`src/rtl/alu.sv`:
```
// ---------------------------------------------------------------------------
// alu -- RV32I execute-stage ALU for the 5-stage pipeline.
//
// Decodes the one-hot instruction-class flags coming out of ID together with
// func3/func7 and produces, registered at the EX/MEM boundary:
//   * the arithmetic/logic result, load/store effective address, or the
//     link value (pc+4) of a jump;
//   * the control-transfer decision and its redirect target;
//   * the IF/ID flush request plus the sequential PC of the flushing
//     instruction.
//
// Ports
//   clk, rst_n                      rising-edge clock, async active-low reset
//   pc                              PC of the instruction sitting in EX
//   func3, func7                    instruction function fields
//   imm                             sign-extended immediate from decode
//   is_Rtype .. is_auipc            one-hot instruction class flags
//   rs1, rs2                        forwarded register operands
//   branch                          control transfer taken (one cycle pulse)
//   flush                           flush IF/ID request (equal to branch)
//   alu_result                      result / address / link value
//   pc_branch                       redirect target
//   pc_flush                        pc+4 of the flushing instruction, else 0
//   misalign                        (ALU_MISALIGN_EN only) taken transfer to a
//                                   target that is not word aligned
//
// Configuration
//   ALU_MISALIGN_EN  when defined, adds the misalign output and suppresses the
//                    redirect (branch/flush/pc_branch forced to 0) for taken
//                    transfers whose target has pc_branch[1:0] != 0. When not
//                    defined the port is absent and such targets redirect
//                    normally.
//
// Only XLEN = 32 is supported.
// ---------------------------------------------------------------------------
module alu #(
    parameter int XLEN = 32
) (
    input  logic            clk,
    input  logic            rst_n,
    input  logic [XLEN-1:0] pc,
    input  logic [2:0]      func3,
    input  logic [6:0]      func7,
    input  logic [XLEN-1:0] imm,
    input  logic            is_Rtype,
    input  logic            is_Itype,
    input  logic            is_load,
    input  logic            is_store,
    input  logic            is_branch,
    input  logic            is_jal,
    input  logic            is_jalr,
    input  logic            is_lui,
    input  logic            is_auipc,
    input  logic [XLEN-1:0] rs1,
    input  logic [XLEN-1:0] rs2,
    output logic            branch,
    output logic            flush,
    output logic [XLEN-1:0] alu_result,
    output logic [XLEN-1:0] pc_branch,
`ifdef ALU_MISALIGN_EN
    output logic [XLEN-1:0] pc_flush,
    output logic            misalign
`else
    output logic [XLEN-1:0] pc_flush
`endif
);

    // func3 encodings of the integer operation table
    localparam logic [2:0] F3_ADD  = 3'b000;
    localparam logic [2:0] F3_SLL  = 3'b001;
    localparam logic [2:0] F3_SLT  = 3'b010;
    localparam logic [2:0] F3_SLTU = 3'b011;
    localparam logic [2:0] F3_XOR  = 3'b100;
    localparam logic [2:0] F3_SR   = 3'b101;
    localparam logic [2:0] F3_OR   = 3'b110;
    localparam logic [2:0] F3_AND  = 3'b111;

    // func3 encodings of the conditional branches
    localparam logic [2:0] F3_BEQ  = 3'b000;
    localparam logic [2:0] F3_BNE  = 3'b001;
    localparam logic [2:0] F3_BLT  = 3'b100;
    localparam logic [2:0] F3_BGE  = 3'b101;
    localparam logic [2:0] F3_BLTU = 3'b110;
    localparam logic [2:0] F3_BGEU = 3'b111;

    // Integer operation shared by R-type and I-type. 'alt' selects sub/sra;
    // the caller decides where that bit comes from for each class.
    function automatic logic [XLEN-1:0] int_op(
        input logic [2:0]      op,
        input logic            alt,
        input logic [XLEN-1:0] a,
        input logic [XLEN-1:0] b
    );
        logic [4:0] shamt;
        shamt = b[4:0];
        case (op)
            F3_ADD:  int_op = alt ? (a - b) : (a + b);
            F3_SLL:  int_op = a << shamt;
            F3_SLT:  int_op = {{(XLEN-1){1'b0}}, ($signed(a) < $signed(b))};
            F3_SLTU: int_op = {{(XLEN-1){1'b0}}, (a < b)};
            F3_XOR:  int_op = a ^ b;
            F3_SR:   int_op = alt ? XLEN'($signed(a) >>> shamt) : (a >> shamt);
            F3_OR:   int_op = a | b;
            F3_AND:  int_op = a & b;
            default: int_op = '0;
        endcase
    endfunction

    // Branch condition; the two reserved encodings are never taken.
    function automatic logic branch_taken(
        input logic [2:0]      op,
        input logic [XLEN-1:0] a,
        input logic [XLEN-1:0] b
    );
        case (op)
            F3_BEQ:  branch_taken = (a == b);
            F3_BNE:  branch_taken = (a != b);
            F3_BLT:  branch_taken = ($signed(a) <  $signed(b));
            F3_BGE:  branch_taken = ($signed(a) >= $signed(b));
            F3_BLTU: branch_taken = (a <  b);
            F3_BGEU: branch_taken = (a >= b);
            default: branch_taken = 1'b0;
        endcase
    endfunction

    logic [XLEN-1:0] pc_plus4;
    logic [XLEN-1:0] pc_plus_imm;
    logic [XLEN-1:0] rs1_plus_imm;
    logic [XLEN-1:0] jalr_target;
    logic            itype_alt;

    // Only func7[5] matters to this ALU; the rest of the field is collected
    // here so it is visibly intentionally ignored.
    logic            func7_unused;

    logic [XLEN-1:0] next_result;
    logic [XLEN-1:0] next_target;
    logic            next_taken;
    logic            next_redirect;
    logic [XLEN-1:0] next_target_out;
    logic [XLEN-1:0] next_seq_pc;
`ifdef ALU_MISALIGN_EN
    logic            next_misalign;
`endif

    // Shared adders. All arithmetic wraps modulo 2^32.
    assign pc_plus4     = pc + XLEN'(4);
    assign pc_plus_imm  = pc + imm;
    assign rs1_plus_imm = rs1 + imm;
    assign jalr_target  = {rs1_plus_imm[XLEN-1:1], 1'b0};

    // I-type never subtracts; only the shift-right slot uses imm[10] to pick
    // the arithmetic variant (srai).
    assign itype_alt    = (func3 == F3_SR) && imm[10];

    assign func7_unused = ^{func7[6], func7[4:0]};

    // Class decode in fixed priority order. A bubble (no flag) leaves every
    // next-state value at zero, and any output a class does not define stays
    // zero as well -- in particular pc_branch for non-control instructions.
    always_comb begin
        next_result = '0;
        next_target = '0;
        next_taken  = 1'b0;
        if (is_jalr) begin
            next_result = pc_plus4;
            next_target = jalr_target;
            next_taken  = 1'b1;
        end else if (is_jal) begin
            next_result = pc_plus4;
            next_target = pc_plus_imm;
            next_taken  = 1'b1;
        end else if (is_branch) begin
            next_target = pc_plus_imm;
            next_taken  = branch_taken(func3, rs1, rs2);
        end else if (is_load || is_store) begin
            next_result = rs1_plus_imm;
        end else if (is_lui) begin
            next_result = imm;
        end else if (is_auipc) begin
            next_result = pc_plus_imm;
        end else if (is_Rtype) begin
            next_result = int_op(func3, func7[5], rs1, rs2);
        end else if (is_Itype) begin
            next_result = int_op(func3, itype_alt, rs1, imm);
        end
    end

    // Redirect qualification. With the misalign check enabled a taken
    // transfer to a non-word-aligned target is reported instead of followed:
    // no redirect, no flush, target cleared, link value left untouched.
`ifdef ALU_MISALIGN_EN
    always_comb begin
        next_misalign   = next_taken && (next_target[1:0] != 2'b00);
        next_redirect   = next_taken && !next_misalign;
        next_target_out = next_misalign ? '0 : next_target;
        next_seq_pc     = next_redirect ? pc_plus4 : '0;
    end
`else
    always_comb begin
        next_redirect   = next_taken;
        next_target_out = next_target;
        next_seq_pc     = next_redirect ? pc_plus4 : '0;
    end
`endif

    // EX/MEM output register. branch and flush are the same decision and
    // each is a single-cycle pulse per taken instruction, because they are
    // recomputed from the next instruction every cycle.
    always_ff @(posedge clk or negedge rst_n) begin
        if (!rst_n) begin
            branch     <= 1'b0;
            flush      <= 1'b0;
            alu_result <= '0;
            pc_branch  <= '0;
            pc_flush   <= '0;
        end else begin
            branch     <= next_redirect;
            flush      <= next_redirect;
            alu_result <= next_result;
            pc_branch  <= next_target_out;
            pc_flush   <= next_seq_pc;
        end
    end

`ifdef ALU_MISALIGN_EN
    // Registered alongside the other outputs so it lines up with them.
    always_ff @(posedge clk or negedge rst_n) begin
        if (!rst_n) begin
            misalign <= 1'b0;
        end else begin
            misalign <= next_misalign;
        end
    end
`endif

endmodule

```
`config.mk`:
```
export PLATFORM = sky130hd
export DESIGN_NAME = alu
export DESIGN_NICKNAME = d
export VERILOG_FILES = /design/src/rtl/alu.sv
export SDC_FILE = /design/constraint.sdc
export NUM_CORES = 1
export LEC_CHECK = 0
export ABC_CLOCK_PERIOD_IN_PS = 1450
export BUFFER_PORTS_ARGS = -buffer_cell sky130_fd_sc_hd__buf_2
export CAP_MARGIN = 20
export CORE_ASPECT_RATIO = 1.5
export CORE_UTILIZATION = 25
export DETAILED_ROUTE_END_ITERATION = 16
export HOLD_SLACK_MARGIN = 0.1
export SLEW_MARGIN = 15
export SYNTH_ARGS = -nofsm -noshare
export SYNTH_HDL_FRONTEND = slang
export SYNTH_SLANG_ARGS = --single-unit
```
`constraint.sdc`:
```
create_clock -name clk -period 1.45 [get_ports clk]
set_input_delay 0.0725 -clock clk [delete_from_list [all_inputs] [get_ports clk]]
set_output_delay 0.0725 -clock clk [all_outputs]
set_load 0.1 [all_outputs]
```
==> run_results.csv <==
group,metric,value,unit
route,via_count,32882,
pwr,powerDensity,647.5,nW/um^2
grt,antenna_found_initial,8,
hold_path,hp-class,"primary input to flip-flop",
grt,grt_pass1_vias,32123,
timing,finalCriticalPeriod,2.920,ns
timing,rsz0062_at_grt,"true",
cts,root_buffer,"clkbuf_16",
floorplanning,core,91720,sq um
setup_path,arrival,3.20,ns
pwr,comb_power_share,77.9,%
run_status,status,"finished, violations left",
setup_path,cp_top_family,"compound AO/OA/AOI/OAI gates",
floorplanning,io_pins,247,
setup_path,critPathBufInv,4,
final_layout,fin_nets,4838,
synth,ys_ff_latch,97,
synth,yosysTopAreaCellShare,12.17,%
placed_design,hpwl,131.0,mm
setup_path,critPathMaxStageDelay,0.57,ns
cts,clock_path_buffers,2,
floorplanning,initial_core_util,25.21,%
synth,synth_most_common_cell,"nor2_1",
setup_path,crit_type,"primary input to flip-flop",
route,vias_per_cell,5.826,
synth,synth-seq-area-share,10.50,%
setup_path,slowest_stage,"o41a_4",
final_layout,multi_input_area,22760,sq um
final_layout,regArea,2427,sq um
pwr,p_sw,13.71,mW
route,drtAntennaViolNets,0,
floorplanning,row_count,136,
final_layout,stdcell_area,40940,sq um
setup_path,crit_chain,"buf_4, clkinvlp_4, ha_4, nor2b_1, a2111oi_4, o311ai_4, o41a_4, o21ai_4, o2bb2ai_4, a21boi_4, o22ai_4, buf_6, buf_12, nor2b_1",
synth,syn_avg_cell_area,7.417,sq um
timing,finalHoldViolCount,0,
timing,worstMarginPinSlew,0.8715,ns
timing,clock.fmax,342.4,MHz
pwr,p_clk_share,10.2,%
route,wl,165.3,mm
grt,grt_pass1_wl,229.6,mm
synth,ys.warnings.count,0,
timing,slew-limit-headroom,41.72,%
timing,worst_slack,-1.470,ns
timing,drv_slew,0,
pwr,intPower,12.80,mW
run_status,violations,"setup timing",
final_layout,num-fill-cells,8950,
synth,netlist_area,23130,sq um
cts,h-tree-depth,3,
synth,yosys.area.top_type,"ha_1",
route,wl_per_cell,29.28,um
synth,synth_cell_types,95,
timing,tns,-103.79,ns
grt,grt_overflow,0,
setup_path,critPathMaxFanout,5,
synth,synth_fp_nets,3497,
cts,cts_buffers,9,
setup_path,required,1.73,ns
timing,fin_crit_sh,201.4,%
placed_design,io_buffer_count,240,
pwr,p_leak,17.96,nW
synth,postSynth.asyncResetShare,100.0,%
setup_path,cp_common_cell,"nor2b_1",
placed_design,gp_congestion,1.085,
setup_path,start_kind,"primary input",
final_layout,area_delta_synth_final,77.05,%
cts,clk_pin_slew,0.08,ns
floorplanning,die_h,374.5,um
cts,cts_tree,"done",
grt,track_usage,33.74,%
placed_design,place_area,34870,sq um
route,drc,0,
grt,grt_max_degree,98,
synth,synth_commonest_cells,"377 x nor2_1, 271 x a21oi_1, 271 x nand2_1, 253 x o21ai_0, 225 x ha_1",
synth,synth-main-ff-cell,"dfrtp_1",
setup_path,setup.worst_path.end_class,"flip-flop",
final_layout,drive_gt1_share,51.50,%
timing,setup_viol,93,
synth,synth.area.top_cells,"ha_1 12%, mux4_2 11%, dfrtp_1 10%",
floorplanning,die_x,250.3,um
synth,syn-instance-count,3118,
synth,synth_edf_count,0,
pwr,ir_drop,0.6648,mV
route,drtIter0Drc,3119,
pwr,seqPwrFrac,11.9,%
run,maxCapViolations,0,
pwr,switching_share,51.71,%
cts,cts_sinks,97,
route,first_pass_iters,5,
floorplanning,die_area,93750,sq um
power groups by stage:
stage / Sequential [mW] / Clock, mW / Combinational (mW)
CTS: 3.16 / 2.71 / 18.8
detailed placement: 3.21 / 0 / 17.2
floorplan: 5.73 / 0 / 6.54
finish: 3.16 / 2.69 / 20.7
global route: 3.18 / 2.78 / 21.3
global placement: 3.21 / 0 / 17.2
worst paths after layout:
| kind | startpoint | endpoint | slack, ns | cells after the start |
|---|---|---|---|---|
| setup / recovery | rs1[21] | pc_flush[1] | -1.47 | 14 |
| hold / removal | pc[30] | pc_flush[30] | 0.14 | 4 |
| max in group asynchronous | rst_n | pc_flush[27] | 0.71 | 3 |
| min in group asynchronous | rst_n | pc_flush[12] | 0.28 | 3 |
registers in the layout, summed over array words and instances (netlist names):
name,flops
pc_branch,32
pc_flush,32
alu_result,32
flush,1
routing by layer:
layer | share of wire [%] | routed length, um | global-route usage (%)
met1 | 37 | 60480 | 38.97
met2 | 45 | 74630 | 53.26
met3 | 7.2 | 11970 | 4.789
met4 | 11 | 18120 | 32.35
met5 | 0.041 | 67 | 0
repair_timing:
action                                 in CTS  in global routing
hold buffers                                9                  1
pin swaps                                 182                233
cloned                                      9                  4
endpoints found under the hold margin     106                  1
setup buffers                              86                 85
resized for setup                         501                418
setup endpoints to repair                  92                 92
cell families after synthesis:
family / share of synthesized area [%]
multiplexers: 15.02
flip-flops: 10.50
buffers and inverters: 7.580
AND/OR/NAND/NOR: 17.96
XOR/XNOR: 4.355
adder cells (fa/ha/maj): 12.61
AO/OA/AOI/OAI: 31.98
per-stage QoR:
stage,utilization [%],setup slack (ns),power [mW],cells,hold slack [ns]
detailed placement,38.01,-2.499,20.37,5476,0.1777
global route,44.62,-1.511,27.30,5637,0.1343
floorplan,-,-1.660,12.28,3118,-0.2231
CTS,41.99,-1.455,24.69,5581,0.1124
global placement,38.01,-2.480,20.37,5476,0.1712
finish,44.64,-1.470,26.51,5644,0.1352
layout make-up:
| class | instances | area share [%] |
|---|---|---|
| multi-input cells | 2590 | 55.58 |
| repair buffers | 1595 | 32.27 |
| inverters | 166 | 1.812 |
| clock buffers | 9 | 0.5501 |
| diodes | 7 | 0.04278 |
| clock inverters | 7 | 0.2322 |
| well taps | 1173 | 3.585 |
| flip-flops and latches | 97 | 5.928 |
cells in the final DEF, fill, tap and decap left out, types with 46 or more instances in the layout:
cell / instances
a21oi_1: 200
a21oi_2: 51
buf_12: 70
buf_2: 211
buf_4: 1153
buf_6: 119
dfrtp_1: 97
ha_1: 173
inv_1: 133
mux4_2: 114
nand2_1: 246
nor2_1: 346
nor3_1: 57
o211ai_1: 49
o21ai_0: 164
o21ai_1: 46
Power figures use the tool's default switching activity.
